[config.mk]
export PLATFORM = sky130hd
export DESIGN_NAME = writeback_buffer_flat
export DESIGN_NICKNAME = d
export VERILOG_FILES = /design/src/rtl/writeback_buffer_pkg.sv /design/src/rtl/writeback_buffer_if.sv /design/src/rtl/writeback_buffer_match.sv /design/src/rtl/writeback_buffer.sv /design/src/flat_wrapper.sv
export SDC_FILE = /design/constraint.sdc
export NUM_CORES = 1
export LEC_CHECK = 0
export BUFFER_PORTS_ARGS = -buffer_cell sky130_fd_sc_hd__buf_2
export CORE_MARGIN = 2
export CORE_UTILIZATION = 60
export DETAILED_ROUTE_END_ITERATION = 8
export PLACE_DENSITY_LB_ADDON = 0.15
export SETUP_SLACK_MARGIN = 0.5
export SYNTH_ARGS = -nofsm -noshare
export SYNTH_HDL_FRONTEND = slang
export SYNTH_HIERARCHICAL = 1
export SYNTH_SLANG_ARGS = --single-unit
export TNS_END_PERCENT = 50
[constraint.sdc]
create_clock -name clk -period 10.7 [get_ports clk]
set_input_delay 2.14 -clock clk [delete_from_list [all_inputs] [get_ports clk]]
set_output_delay 2.14 -clock clk [all_outputs]
set_load 0.03 [all_outputs]
[src/rtl/writeback_buffer_pkg.sv]
// Shared widths and the queued-entry layout for the writeback buffer.
package writeback_buffer_pkg;
  localparam int REG_W  = 5;
  localparam int DATA_W = 32;
  localparam logic [REG_W-1:0] REG_ZERO = 5'd0;

  typedef struct packed {
    logic [REG_W-1:0]  idx;
    logic [DATA_W-1:0] data;
  } entry_t;
endpackage

[src/rtl/writeback_buffer_if.sv]
// Result-producer handshake and register-file write port of the writeback buffer.
// valid/ready: a result transfers on any rising edge where resultValid and
// resultReady are both high; the producer holds reg/data stable while valid.
interface writeback_buffer_if;
  import writeback_buffer_pkg::*;

  logic              resultValid;
  logic [REG_W-1:0]  resultReg;
  logic [DATA_W-1:0] resultData;
  logic              resultReady;
  logic              writeEnable;
  logic [REG_W-1:0]  writeReg;
  logic [DATA_W-1:0] writeData;

  modport master (
    output resultValid, resultReg, resultData,
    input  resultReady, writeEnable, writeReg, writeData
  );

  modport slave (
    input  resultValid, resultReg, resultData,
    output resultReady, writeEnable, writeReg, writeData
  );
endinterface

[src/rtl/writeback_buffer_match.sv]
// Youngest-match search over the queue entries for one bypass lookup port.
module writeback_match
  import writeback_buffer_pkg::*;
#(
  parameter int DEPTH = 4,
  parameter int PTR_W = $clog2(DEPTH)
) (
  input  entry_t [DEPTH-1:0] entries,
  input  logic   [DEPTH-1:0] valid,
  input  logic   [PTR_W-1:0] tail,
  input  logic   [REG_W-1:0] lookup,
  output logic               hit,
  output logic  [DATA_W-1:0] data
);
  // Walk from the oldest possible slot (tail) to the youngest (tail-1);
  // later matches overwrite earlier ones so the youngest wins.
  always_comb begin
    hit  = 1'b0;
    data = '0;
    for (int k = 0; k < DEPTH; k++) begin
      if (valid[tail + PTR_W'(k)] && (lookup != REG_ZERO) &&
          (entries[tail + PTR_W'(k)].idx == lookup)) begin
        hit  = 1'b1;
        data = entries[tail + PTR_W'(k)].data;
      end
    end
  end
endmodule

[src/rtl/writeback_buffer.sv]
// In-order result queue feeding the register-file write port, with two
// combinational bypass lookups over the entries not yet committed.
module writeback_buffer
  import writeback_buffer_pkg::*;
#(
  parameter int DEPTH = 4
) (
  input  logic                clk,
  input  logic                reset_n,
  writeback_buffer_if.slave   bus,
  input  logic [REG_W-1:0]    lookupReg1,
  input  logic [REG_W-1:0]    lookupReg2,
  output logic                bypassHit1,
  output logic [DATA_W-1:0]   bypassData1,
  output logic                bypassHit2,
  output logic [DATA_W-1:0]   bypassData2,
  output logic [REG_W-1:0]    occupancy
);
  localparam int PTR_W = $clog2(DEPTH);

  entry_t [DEPTH-1:0] mem_q, mem_d;
  logic   [DEPTH-1:0] valid_q, valid_d;
  logic   [PTR_W-1:0] head_q, head_d, tail_q, tail_d;
  logic   [REG_W-1:0] occ_q, occ_d;
  logic               full, empty, enq, drain;

  always_comb begin
    full    = (occ_q == REG_W'(DEPTH));
    empty   = (occ_q == '0);
    drain   = !empty;
    // x0 results complete the handshake but are dropped here.
    enq     = bus.resultValid && !full && (bus.resultReg != REG_ZERO);
    mem_d   = mem_q;
    valid_d = valid_q;
    head_d  = head_q;
    tail_d  = tail_q;
    occ_d   = occ_q;
    if (drain) begin
      valid_d[head_q] = 1'b0;
      head_d          = head_q + PTR_W'(1);
    end
    if (enq) begin
      mem_d[tail_q]   = '{idx: bus.resultReg, data: bus.resultData};
      valid_d[tail_q] = 1'b1;
      tail_d          = tail_q + PTR_W'(1);
    end
    case ({enq, drain})
      2'b10:   occ_d = occ_q + REG_W'(1);
      2'b01:   occ_d = occ_q - REG_W'(1);
      default: occ_d = occ_q;
    endcase
  end

  always_ff @(posedge clk or negedge reset_n) begin
    if (!reset_n) begin
      mem_q   <= '0;
      valid_q <= '0;
      head_q  <= '0;
      tail_q  <= '0;
      occ_q   <= '0;
    end else begin
      mem_q   <= mem_d;
      valid_q <= valid_d;
      head_q  <= head_d;
      tail_q  <= tail_d;
      occ_q   <= occ_d;
    end
  end

  assign bus.resultReady = !full;
  assign bus.writeEnable = drain;
  assign bus.writeReg    = drain ? mem_q[head_q].idx  : '0;
  assign bus.writeData   = drain ? mem_q[head_q].data : '0;
  assign occupancy       = occ_q;

  writeback_match #(.DEPTH(DEPTH)) u_match1 (
    .entries (mem_q),
    .valid   (valid_q),
    .tail    (tail_q),
    .lookup  (lookupReg1),
    .hit     (bypassHit1),
    .data    (bypassData1)
  );

  writeback_match #(.DEPTH(DEPTH)) u_match2 (
    .entries (mem_q),
    .valid   (valid_q),
    .tail    (tail_q),
    .lookup  (lookupReg2),
    .hit     (bypassHit2),
    .data    (bypassData2)
  );
endmodule

[src/flat_wrapper.sv]
// flat-port wrapper written by rule: the top's interface ports become plain ports
module writeback_buffer_flat import writeback_buffer_pkg::*;
#(
  parameter int DEPTH = 4
)
  (clk, reset_n, lookupReg1, lookupReg2, bypassHit1, bypassData1, bypassHit2, bypassData2, occupancy, bus_resultValid, bus_resultReg, bus_resultData, bus_resultReady, bus_writeEnable, bus_writeReg, bus_writeData);
  writeback_buffer_if bus_i ();
  input  logic clk;
  input  logic reset_n;
  input  logic [REG_W-1:0] lookupReg1;
  input  logic [REG_W-1:0] lookupReg2;
  output logic bypassHit1;
  output logic [DATA_W-1:0] bypassData1;
  output logic bypassHit2;
  output logic [DATA_W-1:0] bypassData2;
  output logic [REG_W-1:0] occupancy;
  input wire logic [$bits(bus_i.resultValid)-1:0] bus_resultValid;
  input wire logic [$bits(bus_i.resultReg)-1:0] bus_resultReg;
  input wire logic [$bits(bus_i.resultData)-1:0] bus_resultData;
  output wire logic [$bits(bus_i.resultReady)-1:0] bus_resultReady;
  output wire logic [$bits(bus_i.writeEnable)-1:0] bus_writeEnable;
  output wire logic [$bits(bus_i.writeReg)-1:0] bus_writeReg;
  output wire logic [$bits(bus_i.writeData)-1:0] bus_writeData;
  assign bus_i.resultValid = bus_resultValid;
  assign bus_i.resultReg = bus_resultReg;
  assign bus_i.resultData = bus_resultData;
  assign bus_resultReady = bus_i.resultReady;
  assign bus_writeEnable = bus_i.writeEnable;
  assign bus_writeReg = bus_i.writeReg;
  assign bus_writeData = bus_i.writeData;
  writeback_buffer #(.DEPTH(DEPTH)) u_core (.clk(clk), .reset_n(reset_n), .bus(bus_i), .lookupReg1(lookupReg1), .lookupReg2(lookupReg2), .bypassHit1(bypassHit1), .bypassData1(bypassData1), .bypassHit2(bypassHit2), .bypassData2(bypassData2), .occupancy(occupancy));
endmodule
======== Word level (Yosys, flattened, before mapping) ========
Cells that the tools add are included.
storage, ports and cells
  register bits ........................... 161
  bits in latches ......................... 0
  bits in writable memories ............... 0
  ROM bits ................................ 0
  output and inout port bits .............. 110
  word-level logic and storage cells ...... 112
  memories kept ........................... 0
cells by class
  add/sub/neg operators ................... 6
  $mul .................................... 0
  divide/modulo/power cells ............... 0
  order comparisons ....................... 7
  equal/unequal tests ..................... 11
  shifts and indexed selects .............. 0
  multiplexer cells ....................... 46
  bitwise gates (word level) .............. 3
  reduce and logical (&&, ||, !) cells .... 27
operator list
  cell                                                                                  count
  37-bit binary-select mux with 2-bit select                                            5
  32-bit 2-to-1 mux                                                                     9
  37-bit 2-to-1 mux                                                                     6
  148-bit bitwise mux                                                                   1
  37-bit demux with 2-bit select                                                        1
  5-bit == test                                                                         8
  1-bit logical AND                                                                     20
  2-bit by 3-bit < comparator with 1-bit output (second input constant)                 5
  5-bit nonzero test                                                                    3
  1-bit 2-to-1 mux                                                                      14
  5-bit case mux with 2 select lines                                                    1
  1-bit binary-select mux with 2-bit select                                             4
  4-bit 2-to-1 mux                                                                      2
  5-bit by 1-bit adder with 5-bit output (second input constant)                        1
  5-bit by 3-bit == test with 1-bit output (second input constant)                      1
  5-bit zero test                                                                       1
  5-bit 2-to-1 mux                                                                      1
  5-bit by 1-bit subtractor with 5-bit output (second input constant)                   1
  2-bit by 1-bit adder with 2-bit output (second input constant)                        2
  2-bit adder (second input constant)                                                   2
  4-bit bitwise AND                                                                     1
  1-bit demux with 2-bit select                                                         2
  2-bit by 1-bit greater-or-equal comparator with 1-bit output (second input constant)  2
  4-bit inverter                                                                        1
  5 further kinds                                                                       6

======== Depth between registers and ports, before layout ========
  word-level depth ........................ 9
  mapped depth ............................ 13

======== Hierarchy ========
The synthesis kept the hierarchy.
by module, submodules not included
  module            instances  cells an instance  area each (sq um)
  writeback_match   2          698                5086.1
  writeback_buffer  1          495                7557.2

======== Worst setup path before layout ========
No wires, ideal clock.
  path kind ............................... input port to output port
  from .................................... in lookupReg1[0]
  to ...................................... out bypassData1[16]
  arrival ................................. 4.859 ns
  data required time ...................... 8.560 ns
  path slack .............................. 3.701 ns
  stages .................................. 9
  path buffers ............................ 2
  cell sequence ........................... clkbuf_1 -> or4_1 -> o21ai_0 -> nor3_1 -> o211ai_1 -> clkbuf_1 -> mux2i_1 -> nor3_1 -> nor4_1
between the ends
  longest elaborated chain between the ends .. 7
  elaborated cells between the ends (all ways) .. 17
RTL lines
  what                             line                          source
  from (decl)                      flat_wrapper.sv:10            input logic [REG_W-1:0] lookupReg1;
  5-bit nonzero test               writeback_buffer_match.sv:21  if (valid[tail + PTR_W'(k)] && (lookup != REG_ZERO) &&
  1-bit logical AND (2 in series)  writeback_buffer_match.sv:21
  32-bit 2-to-1 mux (3 in series)  writeback_buffer_match.sv:21
  32-bit 2-to-1 mux *              writeback_buffer_match.sv:21
  to (decl)                        flat_wrapper.sv:13            output logic [DATA_W-1:0] bypassData1;
Every way passes the cells marked *; elsewhere a longest branch is shown, timed or not.

======== Worst setup path after layout ========
  from .................................... in lookupReg1[2]
  to ...................................... out bypassData1[10]
Same word-level chain as after synthesis.

==> parameters.txt <==
Parameter                              Value

Outcome
  Status    finished clean

Routing
  Number of DRC markers in iteration 0    2375
  Count of nets left with antenna violations after detail routing    0
  Vias per cell    7.10
  Post-DR wirelength/cell    25.5 um
  DRC Markers    0
  Number of iterations in the first detailed-routing pass    7
  Detailed Route WL    58900 um
  Total via count after detailed routing    16400

Global routing
  Vias in the first global route    15200
  Remaining global-route overflow    0
  First-pass GRT wire length    90700 um
  Aggregate global-route resource usage    38.0%
  Largest net degree at the start of global routing    176
  Initial antenna violation count    3

Timing
  Final setup slack of the worst path    2510 ps
  Highest Clock Rate    122 MHz
  # setup viols final    0
  Layout Skew    8.79 ps
  Slew at the pin with the worst max-slew slack    1330 ps
  Time the worst path needs with I/O delays and setup    8190 ps
  Slew Limit Headroom    11.1%
  Total count of max-transition violations in the final report    0
  Final sum of negative setup slack    0 ps
  Final period util    76.5%
  Final Hold Violating Endpoints    0
  Setup repair after global routing missed its margin    false

Worst setup path
  Required @ worst endpoint    8560 ps
  Critical path data arrival time    6050 ps
  Type of the worst setup path    input pin to output port
  Cell family contributing the most delay on the critical path    simple AND/OR/NAND/NOR gates
  Number of buffers and inverters on the critical path    3
  Crit Path Max Fanout    50
  Critical Path Start Type    input pin
  Critical path depth in cells    9
  Highest-delay cell along the critical path    and2_2
  Endpoint class of the critical path    output port
  Delay of the slowest cell on the worst path    1020 ps
  Cell breakdown of the critical path    buf_2, xnor2_1, or4_1, mux2i_4, buf_4, and2_2, nor2_1, a211oi_1, buf_2
  Path depth of the worst reg2reg path    9
  Cell mode on critical path    buf_2

Die
  Die X-Extent    176 um
  Starting Density    61.3%
  Core area    28900 sq um
  Area of the die    30900 sq um
  Overall die height    176 um
  # rows    62
  Number of top-level pins    160

Placement
  Number of buffers inserted by port buffering    159
  Worst slack at placement    2770 ps
  Weighted congestion reported at the end of routability-driven placement    0.927
  Detailed Place HPWL    37900 um
  Cell total after placement    2279

Logic synthesis
  Number of storage elements in the synthesis netlist    161
  Yosys warns    6
  Number of distinct library cells after synthesis    69
  Sequential fraction of the synthesis area    22.7%
  Gate Count Post-Synth    1891
  Ys flop type    dfrtp_1
  Synth area leader    dfrtp_1
  Fraction of registers with async set or reset after synthesis    100%
  Fraction of synthesized cell area taken by the top area cell type    22.7%
  Post-synthesis area per instance    9.38 sq um
  Most frequently used cell type in the post-synthesis netlist    mux2i_1
  List of most frequent post-synthesis cells    mux2i_1, dfrtp_1, mux2_1, nand2_1, mux2_2
  Number of synthesized flops with an enable pin    0
  Ranking of synthesized cells by area    dfrtp_1, mux2i_1, mux2_1
  Net count after synthesis    1952
  Post-synthesis cell area    17700 sq um

Clock tree
  Max Buffers Root-to-Sink    2
  Clock tree from TritonCTS    built
  Hold-fix buffers, CTS    0
  Root buf cell    clkbuf_16
  Clock insertion delay at the later pin of the skew report    450 ps
  Post-cts gate resize count    0
  H-tree depth reported by CTS    4
  Sink count of the clock tree    161
  Reg clk slew, reported paths    60 ps
  Number of buffers created by CTS    17
  Post-CTS setup repair buffer count    0

Hold path
  Type of the tightest min-delay check    flip-flop to flip-flop
  Hold Path Depth    1

Layout
  Fraction of layout instances using a drive strength above 1    23.9%
  Net count, final    1975
  Non-filler instance count after layout    2312
  Area growth from synthesis to layout    6.87%
  Final core occ    65.5%

Job
  MaxCap Viol Count    0
[cell usage in the layout (no fill, tap or decap), types with 8 or more instances in the layout]
cell type and instances:
buf_2 158, nand2_1 109, nand3_1 76, o21ai_1 33
o21ai_0 91, mux2_1 147, mux2_2 108, mux4_2 57
and2_1 43, a211oi_1 41, xor2_1 29, xnor2_1 24
o211ai_1 8, mux2i_1 270, nor3_1 58, and3_1 22
buf_4 29, nand3b_1 50, inv_1 14, a21oi_1 68
o31a_1 8, a211oi_2 20, clkbuf_16 17, dfrtp_1 157
o31ai_1 32, o211a_1 8, nor2_1 106, a31o_2 13
ha_1 11
[cell type report]
cell class	instances	area (sq um)
Multi-Input combinational cell	1529	12700
Fill cell	2350	9990
Sequential cell	161	4040
Timing Repair Buffer	189	1040
Tap cell	384	480
Clock buffer	21	460
Clock inverter	11	151
Inverter	16	60.1
Antenna cell	1	2.50
[state kept, by name, indices dropped and copies added (netlist names)]
name and flops:
u_core/head_q 2, u_core/tail_q 2, u_core/occupancy 5, u_core/valid_q 4, u_core/mem_q 148
[layer usage]
| metal | GRT usage, % | share of wire, % | vias up |
|---|---|---|---|
| met1 | 56.7 | 44 | 8073 |
| met3 | 10.2 | 13 | 134 |
| met5 | 0 | 0.022 | - |
| met2 | 53.0 | 41 | 1064 |
| met4 | 12.2 | 2.6 | 2 |
| li1 | - | - | 7137 |
[metrics by stage]
stage,hold WS [ps],cell area (sq um)
finish,550,18900
global route,581,18900
CTS,543,18900
detailed placement,531,18300
global placement,531,18300
floorplan,506,17700
[path summary, 6_finish.rpt]
kind / start / end / slack (ps)
max: lookupReg1[2] / bypassData1[10] / 2510
min: u_core/occupancy[4]$_DFFE_PN0P_ / u_core/occupancy[4]$_DFFE_PN0P_ / 550
max reg2reg: u_core/occupancy[1]$_DFFE_PN0P_ / u_core/occupancy[4]$_DFFE_PN0P_ / 6820
min reg2reg: u_core/occupancy[4]$_DFFE_PN0P_ / u_core/occupancy[4]$_DFFE_PN0P_ / 550
max in group asynchronous: reset_n / u_core/mem_q[123]$_DFFE_PN0P_ / 7480
min in group asynchronous: reset_n / u_core/mem_q[101]$_DFFE_PN0P_ / 1790
[cells by family (layout without fill, tap and decap cells)]
group / count (synthesis) / after routing / synth area share [%]
AO/OA/AOI/OAI: 367 / 367 / 14.4
XOR/XNOR: 53 / 53 / 2.62
adder cells (fa/ha/maj): 11 / 11 / 0.776
buffers and inverters: 201 / 237 / 5.76
flip-flops: 161 / 161 / 22.7
multiplexers: 584 / 584 / 38.8
other: 0 / 1 / 0
AND/OR/NAND/NOR: 514 / 514 / 14.9
Power is left out: the tool's default activity adds up to more than one toggle a clock period on the data nets, which glitch-free logic cannot reach.
